==> config.mk <==
export PLATFORM = sky130hd
export DESIGN_NAME = ctrl_sequencer
export DESIGN_NICKNAME = d
export VERILOG_FILES = /design/src/rtl/ctrl_sequencer.sv
export SDC_FILE = /design/constraint.sdc
export NUM_CORES = 1
export LEC_CHECK = 0
export ABC_AREA = 1
export BUFFER_PORTS_ARGS = -buffer_cell sky130_fd_sc_hd__clkbuf_2
export CAP_MARGIN = 20
export CORE_MARGIN = 2
export CORE_UTILIZATION = 40
export DETAILED_ROUTE_END_ITERATION = 16
export PLACE_DENSITY = 0.67
export SLEW_MARGIN = 20
export SYNTH_ARGS = -nofsm -noshare
export SYNTH_HDL_FRONTEND = slang
export SYNTH_SLANG_ARGS = --single-unit
export TNS_END_PERCENT = 100
==> constraint.sdc <==
create_clock -name Clock -period 1.91 [get_ports Clock]
set_clock_uncertainty 0.1 [all_clocks]
set_input_delay 0.382 -clock Clock [delete_from_list [all_inputs] [get_ports Clock]]
set_output_delay 0.382 -clock Clock [all_outputs]
set_load 0.01 [all_outputs]
==> src/rtl/ctrl_sequencer.sv <==
// ctrl_sequencer: T-state control FSM driving the single-bus CPU datapath.
// Build option SINGLE_STEP_EN adds a Step input and pauses after each instruction.
module ctrl_sequencer #(
  parameter int unsigned MEM_WAIT = 0,
  parameter logic [4:0]  ALU_ADD  = 5'd3
) (
  input  logic        Clock,
  input  logic        Clear,
  input  logic [31:0] IR,
  input  logic        CON,
  input  logic        Stop,
`ifdef SINGLE_STEP_EN
  input  logic        Step,
`endif
  output logic        PCout,
  output logic        Zlowout,
  output logic        MDRout,
  output logic        InPortout,
  output logic        Cout,
  output logic        Rout,
  output logic        BAout,
  output logic        Zhiout,
  output logic        HIout,
  output logic        LOout,
  output logic        HIin,
  output logic        LOin,
  output logic        MARin,
  output logic        Zin,
  output logic        PCin,
  output logic        MDRin,
  output logic        IRin,
  output logic        Yin,
  output logic        OutPortin,
  output logic        Rin,
  output logic        Gra,
  output logic        Grb,
  output logic        Grc,
  output logic        IncPC,
  output logic        Read,
  output logic        Write,
  output logic        CONIn,
  output logic [4:0]  alu_op,
  output logic        Run
);

  typedef enum logic [3:0] {
    S_RESET, S_T0, S_T1, S_T2, S_T3,
    S_T4, S_T5, S_T6, S_T7,
    S_HALT, S_STOP, S_PAUSE
  } state_t;

  typedef struct packed {
    logic pc_out, zlo_out, mdr_out, inp_out;
    logic c_out, r_out, ba_out;
    logic mar_in, z_in, pc_in, mdr_in;
    logic ir_in, y_in, outp_in, r_in;
    logic gra, grb, grc, inc_pc;
    logic rd, wr, con_in;
    logic [4:0] alu;
    logic run;
  } ctl_t;

  localparam logic [4:0] OP_LD   = 5'b00000;
  localparam logic [4:0] OP_LDI  = 5'b00001;
  localparam logic [4:0] OP_ST   = 5'b00010;
  localparam logic [4:0] OP_ADD  = 5'b00011;
  localparam logic [4:0] OP_SUB  = 5'b00100;
  localparam logic [4:0] OP_AND  = 5'b00101;
  localparam logic [4:0] OP_OR   = 5'b00110;
  localparam logic [4:0] OP_ADDI = 5'b01100;
  localparam logic [4:0] OP_BR   = 5'b10010;
  localparam logic [4:0] OP_IN   = 5'b10110;
  localparam logic [4:0] OP_OUT  = 5'b10111;
  localparam logic [4:0] OP_HALT = 5'b11011;

  localparam logic [2:0] LP_MW = 3'(MEM_WAIT);

  state_t     r_state;
  state_t     w_nxt;
  state_t     w_done;
  logic [4:0] r_op;
  logic [4:0] w_op;
  logic       r_con;
  logic [2:0] r_wcnt;
  logic [2:0] w_wcnt;
  ctl_t       r_ctl;
  ctl_t       w_ctl;
  logic       w_alu, w_imm, w_ld, w_st, w_mem;
  logic       w_br, w_in, w_out, w_halt, w_ba;
  logic       w_unused_ir;

  assign w_unused_ir = ^IR[26:0];

  // T3 outputs are decoded during T2, before r_op holds the new opcode
  assign w_op = (r_state == S_T2) ? IR[31:27] : r_op;

  always_comb begin
    w_alu  = (w_op == OP_ADD) | (w_op == OP_SUB) |
             (w_op == OP_AND) | (w_op == OP_OR);
    w_imm  = (w_op == OP_ADDI) | (w_op == OP_LDI);
    w_ld   = (w_op == OP_LD);
    w_st   = (w_op == OP_ST);
    w_mem  = w_ld | w_st;
    w_br   = (w_op == OP_BR);
    w_in   = (w_op == OP_IN);
    w_out  = (w_op == OP_OUT);
    w_halt = (w_op == OP_HALT);
    w_ba   = w_mem | (w_op == OP_LDI);
  end

`ifdef SINGLE_STEP_EN
  logic r_step;
  logic w_step_rise;

  assign w_step_rise = Step & ~r_step;
  assign w_done = Stop ? S_STOP : S_PAUSE;

  always_ff @(posedge Clock or negedge Clear) begin
    if (!Clear) r_step <= 1'b0;
    else        r_step <= Step;
  end
`else
  assign w_done = Stop ? S_STOP : S_T0;
`endif

  always_comb begin
    w_nxt  = r_state;
    w_wcnt = r_wcnt;
    unique case (r_state)
      S_RESET: w_nxt = S_T0;
      S_T0: begin
        w_nxt  = S_T1;
        w_wcnt = LP_MW;
      end
      S_T1: begin
        if (r_wcnt != 3'd0) w_wcnt = r_wcnt - 3'd1;
        else                w_nxt  = S_T2;
      end
      S_T2: w_nxt = S_T3;
      S_T3: begin
        if (w_halt)
          w_nxt = S_HALT;
        else if (w_alu | w_imm | w_mem | w_br)
          w_nxt = S_T4;
        else
          w_nxt = w_done;
      end
      S_T4: w_nxt = S_T5;
      S_T5: begin
        if (w_alu | w_imm) begin
          w_nxt = w_done;
        end else begin
          w_nxt  = S_T6;
          w_wcnt = LP_MW;
        end
      end
      S_T6: begin
        if (w_ld && r_wcnt != 3'd0) w_wcnt = r_wcnt - 3'd1;
        else if (w_br)              w_nxt  = w_done;
        else                        w_nxt  = S_T7;
      end
      S_T7:   w_nxt = w_done;
      S_HALT: w_nxt = S_HALT;
      S_STOP: if (!Stop) w_nxt = S_T0;
`ifdef SINGLE_STEP_EN
      S_PAUSE: if (w_step_rise) w_nxt = S_T0;
`else
      S_PAUSE: w_nxt = S_T0;
`endif
      default: w_nxt = S_RESET;
    endcase
  end

  always_comb begin
    w_ctl = '0;
    unique case (w_nxt)
      S_T0: begin
        w_ctl.pc_out = 1'b1;
        w_ctl.mar_in = 1'b1;
        w_ctl.inc_pc = 1'b1;
      end
      S_T1: begin
        w_ctl.rd     = 1'b1;
        w_ctl.mdr_in = 1'b1;
      end
      S_T2: begin
        w_ctl.mdr_out = 1'b1;
        w_ctl.ir_in   = 1'b1;
      end
      S_T3: begin
        unique case (1'b1)
          w_alu | w_imm | w_mem: begin
            w_ctl.grb    = 1'b1;
            w_ctl.y_in   = 1'b1;
            w_ctl.r_out  = ~w_ba;
            w_ctl.ba_out = w_ba;
          end
          w_br: begin
            w_ctl.gra    = 1'b1;
            w_ctl.r_out  = 1'b1;
            w_ctl.con_in = 1'b1;
          end
          w_in: begin
            w_ctl.inp_out = 1'b1;
            w_ctl.gra     = 1'b1;
            w_ctl.r_in    = 1'b1;
          end
          w_out: begin
            w_ctl.gra     = 1'b1;
            w_ctl.r_out   = 1'b1;
            w_ctl.outp_in = 1'b1;
          end
          default: ;
        endcase
      end
      S_T4: begin
        unique case (1'b1)
          w_alu: begin
            w_ctl.grc   = 1'b1;
            w_ctl.r_out = 1'b1;
            w_ctl.z_in  = 1'b1;
            w_ctl.alu   = w_op;
          end
          w_imm | w_mem: begin
            w_ctl.c_out = 1'b1;
            w_ctl.z_in  = 1'b1;
            w_ctl.alu   = ALU_ADD;
          end
          w_br: begin
            w_ctl.pc_out = 1'b1;
            w_ctl.y_in   = 1'b1;
          end
          default: ;
        endcase
      end
      S_T5: begin
        unique case (1'b1)
          w_alu | w_imm: begin
            w_ctl.zlo_out = 1'b1;
            w_ctl.gra     = 1'b1;
            w_ctl.r_in    = 1'b1;
          end
          w_mem: begin
            w_ctl.zlo_out = 1'b1;
            w_ctl.mar_in  = 1'b1;
          end
          w_br: begin
            w_ctl.c_out = 1'b1;
            w_ctl.z_in  = 1'b1;
            w_ctl.alu   = ALU_ADD;
          end
          default: ;
        endcase
      end
      S_T6: begin
        unique case (1'b1)
          w_ld: begin
            w_ctl.rd     = 1'b1;
            w_ctl.mdr_in = 1'b1;
          end
          w_st: begin
            w_ctl.gra    = 1'b1;
            w_ctl.r_out  = 1'b1;
            w_ctl.mdr_in = 1'b1;
          end
          w_br: begin
            w_ctl.zlo_out = r_con;
            w_ctl.pc_in   = r_con;
          end
          default: ;
        endcase
      end
      S_T7: begin
        w_ctl.mdr_out = w_ld;
        w_ctl.gra     = w_ld;
        w_ctl.r_in    = w_ld;
        w_ctl.wr      = w_st;
      end
      default: ;
    endcase
    w_ctl.run = !(w_nxt inside {S_RESET, S_HALT, S_STOP, S_PAUSE});
  end

  always_ff @(posedge Clock or negedge Clear) begin
    if (!Clear) begin
      r_state <= S_RESET;
      r_ctl   <= '0;
      r_wcnt  <= '0;
      r_op    <= '0;
      r_con   <= 1'b0;
    end else begin
      r_state <= w_nxt;
      r_ctl   <= w_ctl;
      r_wcnt  <= w_wcnt;
      if (r_state == S_T2) r_op  <= IR[31:27];
      if (r_state == S_T4) r_con <= CON;
    end
  end

  assign PCout     = r_ctl.pc_out;
  assign Zlowout   = r_ctl.zlo_out;
  assign MDRout    = r_ctl.mdr_out;
  assign InPortout = r_ctl.inp_out;
  assign Cout      = r_ctl.c_out;
  assign Rout      = r_ctl.r_out;
  assign BAout     = r_ctl.ba_out;
  assign Zhiout    = 1'b0;
  assign HIout     = 1'b0;
  assign LOout     = 1'b0;
  assign HIin      = 1'b0;
  assign LOin      = 1'b0;
  assign MARin     = r_ctl.mar_in;
  assign Zin       = r_ctl.z_in;
  assign PCin      = r_ctl.pc_in;
  assign MDRin     = r_ctl.mdr_in;
  assign IRin      = r_ctl.ir_in;
  assign Yin       = r_ctl.y_in;
  assign OutPortin = r_ctl.outp_in;
  assign Rin       = r_ctl.r_in;
  assign Gra       = r_ctl.gra;
  assign Grb       = r_ctl.grb;
  assign Grc       = r_ctl.grc;
  assign IncPC     = r_ctl.inc_pc;
  assign Read      = r_ctl.rd;
  assign Write     = r_ctl.wr;
  assign CONIn     = r_ctl.con_in;
  assign alu_op    = r_ctl.alu;
  assign Run       = r_ctl.run;

endmodule

==> impl_metrics.xml <==
<?xml version="1.0" encoding="UTF-8"?>
<metrics>
  <group name="run_status">
    <metric name="status" unit="">complete, but fails checks</metric>
    <metric name="failed_checks" unit="">setup timing</metric>
  </group>
  <group name="power">
    <metric name="power.static_leakage" unit="nW">1.93</metric>
    <metric name="power_per_cell_area" unit="mW/mm^2">1980</metric>
    <metric name="irDropWorstVdd" unit="uV">802</metric>
    <metric name="total_power" unit="mW">6.96</metric>
  </group>
  <group name="critical_path">
    <metric name="worst_ep_required" unit="ps">2010</metric>
    <metric name="crit_path_end_kind" unit="">flip-flop</metric>
    <metric name="worstSetupStartpointType" unit="">flip-flop</metric>
    <metric name="critPathMaxFanout" unit="">7</metric>
    <metric name="arrival_time_reported_for_the_critical_path_endpoint" unit="ps">2690</metric>
    <metric name="worstSetupPathType" unit="">reg -&gt; reg</metric>
  </group>
  <group name="drt">
    <metric name="post-route-drc-count" unit="">0</metric>
    <metric name="drt-total-wl" unit="mm">6.75</metric>
    <metric name="drtIter0Drc" unit="">141</metric>
    <metric name="drt_pre_antenna_iters" unit="">4</metric>
    <metric name="vias" unit="">2263</metric>
    <metric name="via_per_inst" unit="">4.85</metric>
    <metric name="detail_route.wl_per_cell" unit="microns">14.4</metric>
    <metric name="drt_antenna_net_count" unit="">0</metric>
  </group>
  <group name="placed_design">
    <metric name="hpwl" unit="mm">3.74</metric>
    <metric name="place.port_buffers" unit="">36</metric>
    <metric name="place_inst" unit="">439</metric>
    <metric name="preCtsSetupSlack" unit="ps">-442</metric>
    <metric name="place.gp.congestion" unit="">0.823</metric>
    <metric name="placedInstanceArea" unit="sq mm">0.00295</metric>
  </group>
  <group name="cells_and_area">
    <metric name="final_core_util" unit="%">64.7</metric>
    <metric name="finish.net_count" unit="">432</metric>
    <metric name="design_area" unit="sq mm">0.00352</metric>
    <metric name="drive_above_1_share" unit="%">53.9</metric>
    <metric name="antenna_cell_count" unit="">0</metric>
    <metric name="final-instance-count-excl-fill" unit="">467</metric>
    <metric name="area_growth_syn_to_layout" unit="%">57.4</metric>
  </group>
  <group name="worst_hold_path">
    <metric name="holdCritPathClass" unit="">in -&gt; async</metric>
  </group>
  <group name="clock_tree">
    <metric name="worstSkewPairLatency" unit="ps">310</metric>
    <metric name="cts_tree" unit="">built</metric>
    <metric name="cts_buffers" unit="">5</metric>
    <metric name="clock-sinks" unit="">41</metric>
    <metric name="cts-hold-fix-buffers" unit="">0</metric>
    <metric name="clk_transition_reported_paths" unit="ps">90</metric>
    <metric name="clk_path_buf_depth" unit="">2</metric>
    <metric name="cts_root_buffer" unit="">sky130_fd_sc_hd__clkbuf_8</metric>
    <metric name="h-tree-depth" unit="">2</metric>
  </group>
  <group name="timing">
    <metric name="drv_slew" unit="">0</metric>
    <metric name="rsz0062_at_grt" unit="">true</metric>
    <metric name="fin_crit_sh" unit="%">135</metric>
    <metric name="timing_worst_slew_pin_value" unit="ps">509</metric>
    <metric name="setup_ws_post_layout" unit="ps">-676</metric>
    <metric name="slew_headroom" unit="%">66.1</metric>
    <metric name="timing.final.setup_violations" unit="">29</metric>
    <metric name="post-route-min-period" unit="ps">2590</metric>
    <metric name="max_freq" unit="MHz">387</metric>
    <metric name="timing.hold.ws" unit="ps">15.2</metric>
    <metric name="fin_setup_tns" unit="ps">-12230</metric>
    <metric name="finalHoldViolCount" unit="">0</metric>
  </group>
  <group name="global_route">
    <metric name="global_route.peak_usage_layer" unit="">met2</metric>
    <metric name="vias_in_the_first_global_route" unit="">2053</metric>
    <metric name="met2_usage" unit="%">32.3</metric>
    <metric name="grt.overflow.total" unit="">0</metric>
    <metric name="grt_util_all_layers" unit="%">18.2</metric>
    <metric name="grt_start_max_net_pins" unit="">42</metric>
    <metric name="global_route_wire_length_before_repair" unit="mm">8.81</metric>
    <metric name="grtUsageMet3" unit="%">3.75</metric>
    <metric name="antenna_found_initial" unit="">0</metric>
    <metric name="grt_use_met1" unit="%">20.5</metric>
  </group>
  <group name="synth">
    <metric name="ys_seq_area_share" unit="%">45.9</metric>
    <metric name="ys_warn_count" unit="">0</metric>
    <metric name="syn-mean-instance-area" unit="sq um">8.31</metric>
    <metric name="yosysUniqueCellTypes" unit="">33</metric>
    <metric name="synth_instances" unit="">269</metric>
    <metric name="cell_area_after_technology_mapping" unit="sq mm">0.00223</metric>
    <metric name="yosys_register_bits" unit="">41</metric>
  </group>
  <group name="job">
    <metric name="max_cap_check_violation_count" unit="">0</metric>
  </group>
  <group name="die">
    <metric name="floorplan.die_area" unit="sq mm">0.00620</metric>
    <metric name="initial_utilization" unit="%">41.1</metric>
    <metric name="placementRows" unit="">27</metric>
    <metric name="core-area" unit="sq mm">0.00544</metric>
    <metric name="ios" unit="">69</metric>
    <metric name="die_width" unit="microns">78.7</metric>
    <metric name="floorplan.die.height" unit="microns">78.7</metric>
  </group>
</metrics>
==> flip-flops by register name, indices dropped and copies added (netlist names), 3 cells and up <==
| register | count |
|---|---|
| r_state | 4 |
| r_wcnt | 3 |
| r_op | 5 |
| alu_op | 5 |
==> what timing repair did <==
action                                  in CTS  in global routing
gates cloned                                 1                  0
setup buffers                               11                  8
resized for setup                           28                 37
pin swaps                                   22                 23
endpoints found under the setup margin      29                 30
==> cells in the mapped netlist <==
library cell                count  share of area [%]
sky130_fd_sc_hd__nor4_1         1               0.28
sky130_fd_sc_hd__nand3_2        2               0.90
sky130_fd_sc_hd__conb_1         1               0.17
sky130_fd_sc_hd__o22ai_1        3               0.84
sky130_fd_sc_hd__clkinv_2       1               0.22
sky130_fd_sc_hd__o2111ai_1      1               0.39
sky130_fd_sc_hd__nand3_1       17                3.8
sky130_fd_sc_hd__nor3_2         1               0.45
sky130_fd_sc_hd__a21oi_2        1               0.39
sky130_fd_sc_hd__o31ai_1        2               0.67
sky130_fd_sc_hd__nand3b_1       2               0.67
sky130_fd_sc_hd__inv_1         37                6.2
sky130_fd_sc_hd__ha_1           2                1.1
sky130_fd_sc_hd__nand3b_2       1               0.50
sky130_fd_sc_hd__nor2_4         5                2.5
sky130_fd_sc_hd__inv_2          4               0.67
sky130_fd_sc_hd__nor2_1        34                5.7
sky130_fd_sc_hd__buf_6          3                1.5
sky130_fd_sc_hd__o21ai_0        5                1.1
sky130_fd_sc_hd__nand4_2        2                1.1
sky130_fd_sc_hd__nand4_1        6                1.7
sky130_fd_sc_hd__a211oi_1       1               0.34
sky130_fd_sc_hd__nor2_2         6                1.7
sky130_fd_sc_hd__nand3b_4       1               0.90
sky130_fd_sc_hd__nand2_1       52                8.7
sky130_fd_sc_hd__nor3b_2        1               0.56
sky130_fd_sc_hd__o21ai_1        5                1.1
sky130_fd_sc_hd__nand2_4        4                2.0
sky130_fd_sc_hd__nand2_2       19                5.3
sky130_fd_sc_hd__nor3_1         2               0.45
sky130_fd_sc_hd__dfrtp_1       41                 46
sky130_fd_sc_hd__buf_4          5                1.7
sky130_fd_sc_hd__o21bai_1       1               0.34
==> placed cells by master, fill, tap and decap left out, drive strengths merged, types with 7 or more instances in the layout <==
| cell | instances |
|---|---|
| nand2 | 76 |
| clkbuf | 42 |
| inv | 42 |
| buf | 83 |
| nand3 | 19 |
| nand4 | 8 |
| nor2 | 45 |
| dfrtp | 41 |
| conb | 7 |
| o21ai | 10 |
==> critical path, stage by stage, from the launching register on <==
cell                       delay (ps)
sky130_fd_sc_hd__dfrtp_1          410
sky130_fd_sc_hd__nor2_4           140
sky130_fd_sc_hd__buf_12           140
sky130_fd_sc_hd__buf_6            120
sky130_fd_sc_hd__nand3b_1         130
sky130_fd_sc_hd__nand2_4          160
sky130_fd_sc_hd__nor2_4            70
sky130_fd_sc_hd__nand2_2          100
sky130_fd_sc_hd__nand2_2           70
sky130_fd_sc_hd__nor2_4           160
sky130_fd_sc_hd__nor2_4            70
sky130_fd_sc_hd__nand2_4          100
sky130_fd_sc_hd__nand3b_4         100
sky130_fd_sc_hd__nor2_4           150
sky130_fd_sc_hd__buf_12           120
sky130_fd_sc_hd__nand2_2           70
sky130_fd_sc_hd__o22ai_1          250
==> cells by family (layout without fill, tap and decap cells) <==
logic type,Yosys count,after routing,share of synthesized area [%]
AOI/OAI and AO/OA,19,19,5.21
adders and majority gates,2,2,1.12
buffers and inverters,50,169,10.3
DFF,41,41,45.9
other,1,7,0.168
and+or+nand+nor,156,157,37.3
==> layer usage <==
metal | routed length (microns) | vias up
li1 | - | 1082
met1 | 2560 | 1039
met2 | 3370 | 100
met3 | 393 | 42
met4 | 420 | 0
met5 | 0 | -
==> power by group <==
| group | internal (mW) | switching, mW | total (mW) |
|---|---|---|---|
| logic | 2.27 | 2.74 | 5.01 |
| registers | 1.11 | 0.0932 | 1.20 |
| clock network | 0.425 | 0.318 | 0.742 |
| total | 3.80 | 3.15 | 6.96 |
==> cell type report <==
class	count	area, sq um
flip-flops and latches	41	1030
clock buffers	6	82.6
multi-input cells	185	1250
well taps	72	90.1
fillers	407	1920
repair buffers	119	867
clock inverters	2	37.5
inverters	42	165
==> final timing paths <==
| kind | startpoint | end | slack [ps] | cells after the start |
|---|---|---|---|---|
| setup / recovery | r_state[2] | MARin | -680 | 16 |
| hold / removal | Clear | r_state[3] | 20 | 2 |
| setup reg to reg | r_state[2] | MARin | -680 | 16 |
| hold reg to reg | r_wcnt[0] | r_wcnt[0] | 400 | 2 |
| max in group asynchronous | Clear | InPortout | 1330 | 2 |
| min in group Clock | CON | r_con | 200 | 3 |
(Power assumes the default switching activity.)
